**src/rtl/cell_mem_arb.sv**
```systemverilog
// Cell-memory arbiter: VGA scanout has absolute priority, engine and UART loader share the rest round-robin.
// Optional saturating stall counter enabled by defining CELL_MEM_ARB_STALL_CNT_EN.
module cell_mem_arb #(
  parameter int unsigned ADDR_W = 13,
  parameter int unsigned DATA_W = 8
) (
  input  logic              clk,
  input  logic              rst,
`ifdef CELL_MEM_ARB_STALL_CNT_EN
  output logic [15:0]       stall_cnt,
`endif
  input  logic              vga_req,
  input  logic [ADDR_W-1:0] vga_addr,
  output logic [DATA_W-1:0] vga_rdata,
  output logic              vga_rvalid,
  input  logic              eng_req,
  input  logic              eng_we,
  input  logic [ADDR_W-1:0] eng_addr,
  input  logic [DATA_W-1:0] eng_wdata,
  output logic              eng_gnt,
  output logic [DATA_W-1:0] eng_rdata,
  output logic              eng_rvalid,
  input  logic              uart_req,
  input  logic              uart_we,
  input  logic [ADDR_W-1:0] uart_addr,
  input  logic [DATA_W-1:0] uart_wdata,
  output logic              uart_gnt,
  output logic [DATA_W-1:0] uart_rdata,
  output logic              uart_rvalid,
  output logic              mem_en,
  output logic              mem_we,
  output logic [ADDR_W-1:0] mem_addr,
  output logic [DATA_W-1:0] mem_wdata,
  input  logic [DATA_W-1:0] mem_rdata
);

  localparam logic [1:0] OWN_NONE = 2'd0;
  localparam logic [1:0] OWN_VGA  = 2'd1;
  localparam logic [1:0] OWN_ENG  = 2'd2;
  localparam logic [1:0] OWN_UART = 2'd3;

  logic              last_eng;
  logic [1:0]        owner_q;
  logic [1:0]        owner_nxt;
  logic              vga_sel;
  logic              eng_sel;
  logic              uart_sel;
  logic [DATA_W-1:0] vga_rdata_q;
  logic [DATA_W-1:0] eng_rdata_q;
  logic [DATA_W-1:0] uart_rdata_q;

  // Grant selection; last_eng low means the engine wins the next tie
  always_comb begin
    vga_sel   = 1'b0;
    eng_sel   = 1'b0;
    uart_sel  = 1'b0;
    owner_nxt = OWN_NONE;
    if (!rst) begin
      if (vga_req) begin
        vga_sel = 1'b1;
      end else if (eng_req && (!uart_req || !last_eng)) begin
        eng_sel = 1'b1;
      end else if (uart_req) begin
        uart_sel = 1'b1;
      end
    end
    if (vga_sel) begin
      owner_nxt = OWN_VGA;
    end else if (eng_sel && !eng_we) begin
      owner_nxt = OWN_ENG;
    end else if (uart_sel && !uart_we) begin
      owner_nxt = OWN_UART;
    end
  end

  assign eng_gnt   = eng_sel;
  assign uart_gnt  = uart_sel;
  assign mem_en    = vga_sel | eng_sel | uart_sel;
  assign mem_we    = (eng_sel & eng_we) | (uart_sel & uart_we);
  assign mem_addr  = vga_sel ? vga_addr : (uart_sel ? uart_addr : eng_addr);
  assign mem_wdata = uart_sel ? uart_wdata : eng_wdata;

  always_ff @(posedge clk) begin
    if (rst) begin
      last_eng     <= 1'b0;
      owner_q      <= OWN_NONE;
      vga_rdata_q  <= '0;
      eng_rdata_q  <= '0;
      uart_rdata_q <= '0;
    end else begin
      if (eng_sel) begin
        last_eng <= 1'b1;
      end else if (uart_sel) begin
        last_eng <= 1'b0;
      end
      owner_q <= owner_nxt;
      if (owner_q == OWN_VGA)  vga_rdata_q  <= mem_rdata;
      if (owner_q == OWN_ENG)  eng_rdata_q  <= mem_rdata;
      if (owner_q == OWN_UART) uart_rdata_q <= mem_rdata;
    end
  end

  // RAM data arrives one cycle after the grant; the owner tag steers it, holding registers keep it
  assign vga_rvalid  = !rst && (owner_q == OWN_VGA);
  assign eng_rvalid  = !rst && (owner_q == OWN_ENG);
  assign uart_rvalid = !rst && (owner_q == OWN_UART);
  assign vga_rdata   = vga_rvalid  ? mem_rdata : vga_rdata_q;
  assign eng_rdata   = eng_rvalid  ? mem_rdata : eng_rdata_q;
  assign uart_rdata  = uart_rvalid ? mem_rdata : uart_rdata_q;

`ifdef CELL_MEM_ARB_STALL_CNT_EN
  logic [15:0] stall_q;
  logic        stalled;

  assign stalled = (eng_req && !eng_sel) || (uart_req && !uart_sel);

  always_ff @(posedge clk) begin
    if (rst) begin
      stall_q <= '0;
    end else if (stalled && (stall_q != 16'hFFFF)) begin
      stall_q <= stall_q + 16'd1;
    end
  end

  assign stall_cnt = stall_q;
`endif

endmodule

```
**config.mk**
```make
export PLATFORM = sky130hd
export DESIGN_NAME = cell_mem_arb
export DESIGN_NICKNAME = d
export VERILOG_FILES = /design/src/rtl/cell_mem_arb.sv
export SDC_FILE = /design/constraint.sdc
export NUM_CORES = 1
export LEC_CHECK = 0
export ABC_AREA = 1
export CAP_MARGIN = 15
export CORE_MARGIN = 1
export CORE_UTILIZATION = 38
export DETAILED_ROUTE_END_ITERATION = 12
export PLACE_DENSITY = 0.86
export SLEW_MARGIN = 20
export SYNTH_ARGS = -nofsm -noshare
export SYNTH_HDL_FRONTEND = slang
export SYNTH_SLANG_ARGS = --single-unit
```
**constraint.sdc**
```tcl
create_clock -name clk -period 3 [get_ports clk]
set_input_delay 0.9 -clock clk [delete_from_list [all_inputs] [get_ports clk]]
set_output_delay 0.9 -clock clk [all_outputs]
set_load 0.1 [all_outputs]
```
==> metrics.md <==
| Metric | Value |
|---|---|
| Final worst path period share | 100% |
| Data arrival, critical path | roughly 2.1 ns |
| Flops & latches, synth | 27 |
| Port buffer count | 121 |
| Die Ht | 70.4 um |
| Largest net degree at the start of global routing | 18 |
| Hold Slack | roughly 0.56 ns |
| CTS hold repair buffers | 0 |
| Max-slew violations | 0 |
| Final Skew | 0.00682 ns |
| Async S/R FF share, synth | 0% |
| Max IR drop VDD | 0.236 mV |
| Met3 Use GR | 12.6% |
| LEAKAGE | around 1.9 nW |
| Post-layout min period | 3.01 ns |
| Non-filler instance count after layout | 484 |
| Top FF cell, synth | dfxtp_1 |
| Clock slew at reported path FFs | 0.11 ns |
| Max Fclk | 0.333 GHz |
| Area contributors post-synth | dfxtp_1, nand2_1, inv_1 |
| Adder-cell share of the synthesized area | 0% |
| Most common cell in the netlist | nand2_1 |
| Max incr delay on CP | roughly 0.27 ns |
| CTS buffer count | 3 |
| HP Class | register to register |
| H-tree depth | 1 |
| Met1 Resource Use GR | between 40 and 50% |
| Buffers & Inverters on Critical Path | 3 |
| GR peak layer | met2 |
| Fillers | between 80 and 90 |
| Syn avg cell area | 6.32 um2 |
| Routed Antenna Nets | 0 |
| Status | finished, violations left |
| Post-synth top cells | nand2_1, inv_1, dfxtp_1 |
| Final WL | 12600 um |
| Initial Utilization | 40.2% |
| Simple-gate share of the synthesized area | between 30 and 40% |
| Full die area | 4950 um2 |
| Vias in the first global route | 3320 |
| Layout area overhead | 141% |
| DRC | 2 |
| Total power | roughly 0.0015 W |
| Initial antenna violation count | 0 |
| DRT Pass-1 Iters | 11 |
| Share of the synthesized area in the top cell type | 30.4% |
| CP max-delay cell | dlygate4sd2_1 |
| Via count | 3185 |
| Gate Count Post-Synth | 281 |
| Share of cells above drive strength 1 | 38.7% |
| Final RePlAce weighted congestion | 0.803 |
| Clock sinks | 27 |
| YS warnings | 0 |
| Cell Pwr Density | 348 nW/um2 |
| Post-synthesis mux area share | 0% |
| GR Layer Usage met2 | 82.3% |
| Initial drt markers | 436 |
| Longest Clk Path Bufs | 2 |
| XOR/XNOR Fraction of Synth Area | 0% |
| Critical Path RT | 2.10 ns |
| CTS root buf | clkbuf_8 |
| Final worst slack | -0.00736 ns |
| Sequential share of the synthesized area | 30.4% |
| Final core occ | 96.9% |
| Compound-gate portion of the synthesized area | 17.7% |
| All-Layer GR Usage | a little under half |
| Critical Path, Cell by Cell | dlygate4sd2_1 > nand2_4 > nand3_4 > buf_6 > nand2_1 > nand3_1 > nand2_2 > buf_12 |
| IO Count | 122 |
| Failing checks | DRC, setup timing |
| Clock tree from TritonCTS | yes |
| Core footprint | 4410 um2 |
| Diodes inserted | 0 |
| # nets final | just over 500 |
| Synth cell types | 22 |
| Net Count, Synth | 351 |
| Setup TNS | -0.0111 ns |
| Critical path class | primary input to output port |
| Top cell type by total area after synthesis | dfxtp_1 |
| Post-DP HPWL | between 6000 and 7000 um |
| Worst-path maximum fanout | 5 |
| Kind of start point of the critical path | primary input |
| Main combinational cell family by area after synthesis | simple AND/OR/NAND/NOR gates |
| First-pass GRT wire length | 17900 um |
| Post-DR wirelength/cell | 26.1 um |
| Chip width | 70.4 um |
| Netlist Area Pre-Place | 1780 um2 |
| Via/cell ratio | ~6.6 |
| Max-cap viol count | 0 |
| Post-Place Cells | 473 |
| Row Count | 24 |
| Worst-margin pin slew | 0.702 ns |
| Crit path max-delay family | buffers and inverters |
| Total grt overflow | 0 |
| Setup violators final | 2 |
| Hold Vio Cnt, Final | 0 |
| Slew Limit Headroom | 53.0% |
| Post-synth EDFFs | 0 |
| Setup crit end kind | output port |
| Clock network latency to the later pin of the worst-skew pair | approximately 0.29 ns |
## what timing repair did
action	in CTS	in global routing
resized for setup	22	11
cloned	2	0
setup buffers	5	0
pin swaps	6	5
endpoints found under the setup margin	52	43
## layout by cell type (no fill, tap or decap), types with 2 or more instances in the layout
cell type	n
buf_12	56
o21ai_2	3
dfxtp_1	27
nand2_4	2
nor2_4	2
nand2_1	68
nor2_1	2
buf_4	27
nand4_1	13
inv_1	52
nor3_4	2
clkdlybuf4s50_1	65
nand3_2	5
inv_2	3
nand2_2	26
buf_6	8
o21ai_4	21
o31ai_1	24
nand3_1	10
clkbuf_2	2
clkbuf_8	3
## stage by stage
stage | instance area (um2) | setup slack, ns
after floorplan | 2100 | -0.0854
final | 4280 | -0.00736
after detailed placement | 4090 | -0.307
after global routing | 4280 | -0.0204
after CTS | 4270 | 0.00514
after global placement | 4090 | -0.219
## final timing paths
kind	startpoint	endpoint	slack (ns)	cells past startpoint
worst max register to register	owner_q[1]	eng_rdata_q[7]	1.36	3
worst max-delay path	eng_req	mem_addr[2]	-0.007	8
worst min-delay path	vga_rdata_q[1]	vga_rdata_q[1]	0.56	2
worst min register to register	vga_rdata_q[1]	vga_rdata_q[1]	0.56	2
## sequential cells by signal (all words and copies together) (netlist names)
register      flops
eng_rdata_q       8
last_eng          1
owner_q           2
uart_rdata_q      8
vga_rdata_q       8
## metal layers
layer,up-vias,wire (um)
met5,-,0
met4,0,1470
met3,151,1570
met2,409,5850
met1,1419,3730
li1,1206,-
## power breakdown
part	internal, W	switching, W	total [W]
sequential	0.000372	0.00000959	0.000381
clock	0.0000983	0.000145	0.000244
combinational	0.000326	0.000538	0.000864
total	0.000796	0.000693	0.00149
## cell families (layout without fill, tap and decap cells)
family          after synthesis  after routing
buf+inv                      72            223
flops                        27             27
compound gates               50             50
simple gates                132            132
## worst register-to-register path: stages, from the launching register on
cell,delay (ns)
dfxtp_1,0.51
inv_2,0.10
nor2_1,0.55
o31ai_1,0.30
## layout make-up
| type | instances | area, um2 | area share [%] |
|---|---|---|---|
| clock buffers | 3 | 41.3 | 0.965 |
| clock inverters | 1 | 8.76 | 0.205 |
| inverters | 58 | 224 | 5.24 |
| multi-input cells | 182 | 1280 | 30.0 |
| flip-flops and latches | 27 | 541 | 12.6 |
| well taps | 52 | 65.1 | 1.52 |
| repair buffers | 161 | 2120 | 49.5 |
Power figures use the tool's default switching activity.
